`src/rtl/btn_temp_conditioner.sv`:
```
// Button and temperature-code input conditioner.
// The raw push-button is synchronized and debounced by a four-state FSM that
// produces a level and a one-cycle press event. The raw 2-bit temperature code
// is synchronized and only accepted once it has been stable for TEMP_STABLE
// samples. The two paths share nothing but the clock and reset.
module btn_temp_conditioner #(
  parameter int DB_CYCLES   = 16,
  parameter int TEMP_STABLE = 8
) (
  input  logic       clk,
  input  logic       reset,
  input  logic       bt_raw,
  input  logic [1:0] temp_raw,
  output logic       bt_pulse,
  output logic       bt_level,
  output logic [1:0] temp,
  output logic       temp_changed,
  output logic [1:0] state_dbg
);

  localparam int CW = $clog2(DB_CYCLES + 1);
  localparam int TW = $clog2(TEMP_STABLE + 1);

  localparam logic [CW-1:0] CNT_LAST  = CW'(DB_CYCLES - 1);
  localparam logic [TW-1:0] TCNT_LAST = TW'(TEMP_STABLE - 1);

  typedef enum logic [1:0] {
    IDLE         = 2'b00,
    PRESS_WAIT   = 2'b01,
    PRESSED      = 2'b10,
    RELEASE_WAIT = 2'b11
  } bt_state_t;

  bt_state_t       state;
  logic [CW-1:0]   cnt;

  logic            bt_meta;
  logic            bt_sync;
  logic [1:0]      temp_meta;
  logic [1:0]      temp_sync;

  logic [1:0]      cand;
  logic [TW-1:0]   tcnt;

  // Two-flop synchronizers bring the asynchronous inputs into the clk domain.
  always_ff @(posedge clk) begin
    if (reset) begin
      bt_meta   <= 1'b0;
      bt_sync   <= 1'b0;
      temp_meta <= 2'b00;
      temp_sync <= 2'b00;
    end else begin
      bt_meta   <= bt_raw;
      bt_sync   <= bt_meta;
      temp_meta <= temp_raw;
      temp_sync <= temp_meta;
    end
  end

  // Button debounce FSM; the level and press pulse are registered alongside the state.
  always_ff @(posedge clk) begin
    if (reset) begin
      state    <= IDLE;
      cnt      <= '0;
      bt_level <= 1'b0;
      bt_pulse <= 1'b0;
    end else begin
      bt_pulse <= 1'b0;
      case (state)
        IDLE: begin
          bt_level <= 1'b0;
          if (bt_sync) begin
            state <= PRESS_WAIT;
            cnt   <= CW'(1);
          end else begin
            cnt <= '0;
          end
        end
        PRESS_WAIT: begin
          if (!bt_sync) begin
            state    <= IDLE;
            cnt      <= '0;
            bt_level <= 1'b0;
          end else if (cnt == CNT_LAST) begin
            state    <= PRESSED;
            cnt      <= '0;
            bt_level <= 1'b1;
            bt_pulse <= 1'b1;
          end else begin
            cnt      <= cnt + 1'b1;
            bt_level <= 1'b0;
          end
        end
        PRESSED: begin
          bt_level <= 1'b1;
          if (!bt_sync) begin
            state <= RELEASE_WAIT;
            cnt   <= CW'(1);
          end else begin
            cnt <= '0;
          end
        end
        RELEASE_WAIT: begin
          if (bt_sync) begin
            state    <= PRESSED;
            cnt      <= '0;
            bt_level <= 1'b1;
          end else if (cnt == CNT_LAST) begin
            state    <= IDLE;
            cnt      <= '0;
            bt_level <= 1'b0;
          end else begin
            cnt      <= cnt + 1'b1;
            bt_level <= 1'b1;
          end
        end
        default: begin
          state    <= IDLE;
          cnt      <= '0;
          bt_level <= 1'b0;
        end
      endcase
    end
  end

  assign state_dbg = state;

  // Temperature filter: a candidate code must persist TEMP_STABLE samples before it replaces temp.
  always_ff @(posedge clk) begin
    if (reset) begin
      cand         <= 2'b00;
      tcnt         <= '0;
      temp         <= 2'b00;
      temp_changed <= 1'b0;
    end else begin
      temp_changed <= 1'b0;
      if (temp_sync == temp) begin
        cand <= temp;
        tcnt <= '0;
      end else if (temp_sync != cand) begin
        cand <= temp_sync;
        tcnt <= TW'(1);
      end else if (tcnt == TCNT_LAST) begin
        temp         <= cand;
        tcnt         <= '0;
        temp_changed <= 1'b1;
      end else begin
        tcnt <= tcnt + 1'b1;
      end
    end
  end

endmodule

```
`config.mk`:
```
export PLATFORM = sky130hd
export DESIGN_NAME = btn_temp_conditioner
export DESIGN_NICKNAME = d
export VERILOG_FILES = /design/src/rtl/btn_temp_conditioner.sv
export SDC_FILE = /design/constraint.sdc
export NUM_CORES = 1
export LEC_CHECK = 0
export ABC_AREA = 1
export CORE_AREA = 5 5 48 50
export CTS_BUF_LIST = sky130_fd_sc_hd__clkbuf_4 sky130_fd_sc_hd__clkbuf_8
export DETAILED_ROUTE_END_ITERATION = 10
export DIE_AREA = 0 0 53 55
export PLACE_DENSITY_LB_ADDON = 0.08
export SLEW_MARGIN = 10
export SYNTH_ARGS = -nofsm -noshare
export SYNTH_HDL_FRONTEND = slang
export SYNTH_SLANG_ARGS = --single-unit
```
`constraint.sdc`:
```
create_clock -name clk -period 1.2 [get_ports clk]
set_input_delay 0.18 -clock clk [delete_from_list [all_inputs] [get_ports clk]]
set_output_delay 0.18 -clock clk [all_outputs]
set_load 0.03 [all_outputs]
```
Word level (Yosys, flattened, before mapping)
Cells that the tools add are included.
- add/sub/neg operators: 2
- equality and inequality tests: 11
- reduce and logical (&&, ||, !) cells: 8
- muxes and demuxes: 23
- bitwise operators: 3
- operators with widths (operator ; number):
    one-hot mux 5 bit (4 select lines) ; 1
    two-way mux 2 bit ; 8
    two-way mux 5 bit ; 3
    two-way mux 1 bit ; 9
    one-hot mux 2 bit (4 select lines) ; 1
    inequality test 3 bit, second input constant ; 2
    adder 5 x 1 -> 5 bit, second input constant ; 1
    == test 5 x 4 -> 1 bit, second input constant ; 1
    adder 4 x 1 -> 4 bit, second input constant ; 1
    == test 2 bit, second input constant ; 2
    == test 4 x 3 -> 1 bit, second input constant ; 1
    inequality test 2 bit, second input constant ; 2
    one-hot mux 1 bit (4 select lines) ; 1
    AND reduction 4 bit ; 1
    OR reduction 2 bit ; 2
    OR reduction 4 bit ; 1
    inverter 1 bit ; 3
    AND reduction 3 bit ; 1
    OR reduction 3 bit ; 1
    == test 2 x 1 -> 1 bit, second input constant ; 1
    == test 2 bit ; 1
    logical NOT 2 bit ; 1
    inequality test 2 bit ; 1
    nonzero test 2 bit ; 1
- logic and storage cells: 60
- bits of input ports: 5
- register bits: 24

Longest topological paths before layout
Gate-level depths: netlist of the first run.
- word-level depth: 4
- depth in mapped cells: 8

Worst setup path after synthesis of the first run
No wires, ideal clock.
- path type: register to register
- start: register state[0], in the netlist state_dbg[0]
- end: register cnt[0]
- setup time: 0.066 ns
- required time: 1.134 ns
- data arrival time: 1.145 ns
- cell stages (with the launch flop): 6
- clock period less this slack: 1.212 ns
- path buffers: 0
- path slack: -0.012 ns
- cell sequence: dfxtp_1 > nand3_1 > nand2_2 > nand2_2 > or2_1 > a21oi_2
- word-level cells in the longest chain between the ends: 2
- elaborated cells between the ends (all ways): 5
- classes of those cells: 3 x eq/ne; 1 x mux; 1 x reduce/logical
- ends and longest elaborated chain (what ; line ; source):
    start: declaration ; 34 ; bt_state_t state;
    start signal: assignment ; 63 ; state <= IDLE;
    start signal: assignment ; 73 ; state <= PRESS_WAIT;
    start signal: assignment ; 81 ; state <= IDLE;
    == test 2 bit, or another cell as far along ; 69 ; case (state)
    one-hot mux 5 bit (4 select lines) * ; 69 ;
    end signal: assignment ; 90 ; cnt <= cnt + 1'b1;
    end signal: assignment ; 113 ; cnt <= cnt + 1'b1;
    end: declaration ; 35 ; logic [CW-1:0] cnt;
Every way passes the cells marked *; elsewhere a longest branch is shown, timed or not.
A chain may end at the register's enable or synchronous reset.

Worst setup path in the final report of the first run
- start: register bt_pulse
- end: output port bt_pulse
- RTL lines (what ; line ; source):
    start: declaration ; 14 ; output logic bt_pulse,
    start signal: assignment ; 66 ; bt_pulse <= 1'b0;
    start signal: assignment ; 68 ; bt_pulse <= 1'b0;
    start signal: assignment ; 88 ; bt_pulse <= 1'b1;
No word-level cell between the ends.

==> metrics, run 1 <==
outcome=complete, no violations; crit path DAT=0.98 ns; RSZ-0062 raised after global routing=true; Starting DRT DRC Count=9; CP peak stage delay=0.35 ns; Fmax=863.7 MHz; yosys warns=0; post-synthesis mux area share=0%; fillcell total=173; Area growth syn-to-layout=27.69%; Slew @ Worst Pin=0.3470 ns; XOR/XNOR Fraction of Synth Area=3.763%; Slew Viols, Final=0; register area=493.0 µm²; CP top delay family=buffers and inverters; clk slew on worst S/H paths=0.12 ns; area of the multi-input gates=436.7 µm²; share of the synthesized area in the top cell type=51.61%; die width=53 µm; Clock Tree Buf Depth=2; Residual DRC=0; clk sink count=24; drt first pass iters=4; PwrDens=1060 nW/µm²; leak pwr=0.5172 nW; crit path time final=1.158 ns; Initial Util=50.00%; I/O pins=12; Simple-Gate Fraction of Synth Area=29.30%; Syn Inst Count=116; Root Driver=clkbuf_4; clock buffer count from CTS=3; CP Max Fanout=1; Final Skew=0.002758 ns; worst setup margin=0.04220 ns; area leader, netlist=dfxtp_1; worst path required time=1.02 ns; TritonCTS clock tree=yes; syn_area_per_cell=8.025 µm²; die area=2915 µm²; syn nets=123; Fin. Hold Viols=0; GRT Total Usage=12.61%; crit path buf inv count=1; DP Worst Slack=0.02074 ns; initial antenna violation count=0; sequential element share of the synthesized area=51.61%; GRT overflow=0; most area-consuming cells after synthesis=dfxtp_1, nor2_1, nand2_1, inv_1, nand3_1; detailed-route via count=762; compound-cell area share of the yosys netlist=4.973%; HP Class=input pin to flip-flop; vias in the first global route=670; htree depth=1; Synth Register Bits=24; Max-cap violations=0; crit end category=output pin; Finish-stage setup viols=0; Via density=4.704; Placer Congestion=0.7664; clk_lat worst skew=0.30 ns; largest net degree at the start of global routing=13; Setup crit start kind=flip-flop; synth unique cells=22; Max VDD drop=765.5 µV; row count=16; cells along the critical path=clkdlybuf4s15_1; Slowest-stage cell, CP=clkdlybuf4s15_1; mapped cell area=930.9 µm²; Std-Cell Core Area=1862 µm²; final worst-path cycle share=96.48%; post-detail-place hpwl=1170 µm; antenna-violating nets left=0; I/O Buffers=11; wire per inst=10.28 µm; Setup Crit Path Kind=flip-flop to output pin; commonest non-fill, non-tap cell in the layout=nor2_1; most frequent cells in the layout=nor2_1, inv_1, dfxtp_1; fin nets=144; hold buffer count at cts=0; Post-Route WL=1665 µm; reg2reg setup slack=0.07 ns; worst rel slew slack=76.67%; global-route wire length before repair=2684 µm; share of cells above drive strength 1=33.33%; main combinational cell family by area after synthesis=simple AND/OR/NAND/NOR gates; Setup TNS Final=0 ns; Core Util, Final=63.84%; Die Ht=55 µm; antenna fix cells=0; Synth Area in Adders=2.688%
-- path summary, 6_finish.rpt --
| path | start | to | cells after the start |
|---|---|---|---|
| worst min-delay path | temp_raw[1] | temp_meta[1] | 3 |
| worst min register to register | temp_meta[1] | temp_sync[1] | 2 |
| worst max-delay path | bt_pulse | bt_pulse | 1 |
| worst max register to register | tcnt[0] | temp[0] | 7 |
-- what timing repair did --
action / CTS / global route
buffers inserted: 0 / 1
pin swaps: 0 / 9
endpoints found under the hold margin: 0 / 0
gates resized for setup: 7 / 25
endpoints found under the setup margin: 5 / 13
-- cells by family (layout without fill, tap and decap cells) --
family / Yosys count / count (layout)
adders and majority gates: 2 / 2
and+or+nand+nor: 59 / 59
DFF: 24 / 24
xor gates and xnor gates: 4 / 4
buffers and inverters: 19 / 38
AOI/OAI and AO/OA: 8 / 8
-- per-stage QoR --
step,instances,hold slack [ns],power [mW],instance area (µm²)
global route,162,0.3742,1.320,1189
detailed placement,158,0.3997,0.9295,1100
CTS,161,0.3701,1.264,1131
floorplan,116,0.2561,0.8923,932.1
global placement,158,0.3919,0.9266,1100
finish,162,0.3815,1.260,1189
-- registers in the layout (all words and copies together) (netlist names), named ones only --
name and cells:
bt_level 1, cnt 5, cand 2, tcnt 4
bt_meta 1, temp 2, temp_changed 1, temp_sync 2
bt_sync 1, bt_pulse 1, state_dbg 1, temp_meta 2
-- final cells by class --
| class | count | area share, % |
|---|---|---|
| Timing Repair Buffer | 17 | 11.37 |
| Sequential cell | 24 | 41.47 |
| Inverter | 18 | 5.684 |
| Multi-Input combinational cell | 73 | 36.74 |
| Tap cell | 27 | 2.842 |
| Clock buffer | 3 | 1.895 |
-- per-layer routing --
metal	vias up	wire, µm	share of wire (%)	track usage [%]
li1	401	-	-	-
met1	352	798	48	16.69
met2	7	806	48	19.63
met3	2	50	3.0	2.413
met4	0	10	0.60	6.383
met5	-	0	0	0
-- cells in the mapped netlist --
cell type / n
dfxtp_1: 24
nor2_1: 20
nand2_1: 17
inv_1: 16
nand3_1: 6
nand2_2: 4
a21oi_1: 3
nand4_1: 3
nor3_1: 3
o21ai_0: 3
ha_1: 2
inv_2: 2
nor2_2: 2
xnor2_1: 2
xor2_1: 2
a21oi_2: 1
and3_1: 1
clkbuf_1: 1
nand4_2: 1
nor3b_1: 1
o31ai_1: 1
or2_1: 1
-- power by group --
part	internal, mW	switching, mW	total (mW)
Clock	0.117	0.218	0.335
Combinational	0.0432	0.0536	0.0968
Sequential	0.815	0.0126	0.828
Note: power is estimated with default switching activity, not from simulation.
==> run 2: changes to the inputs <==
CTS_CLUSTER_SIZE = 20   (was default)
==> results of run 2 <==
Same layout as run 1: the final DEF is identical, and so are final timing and power.
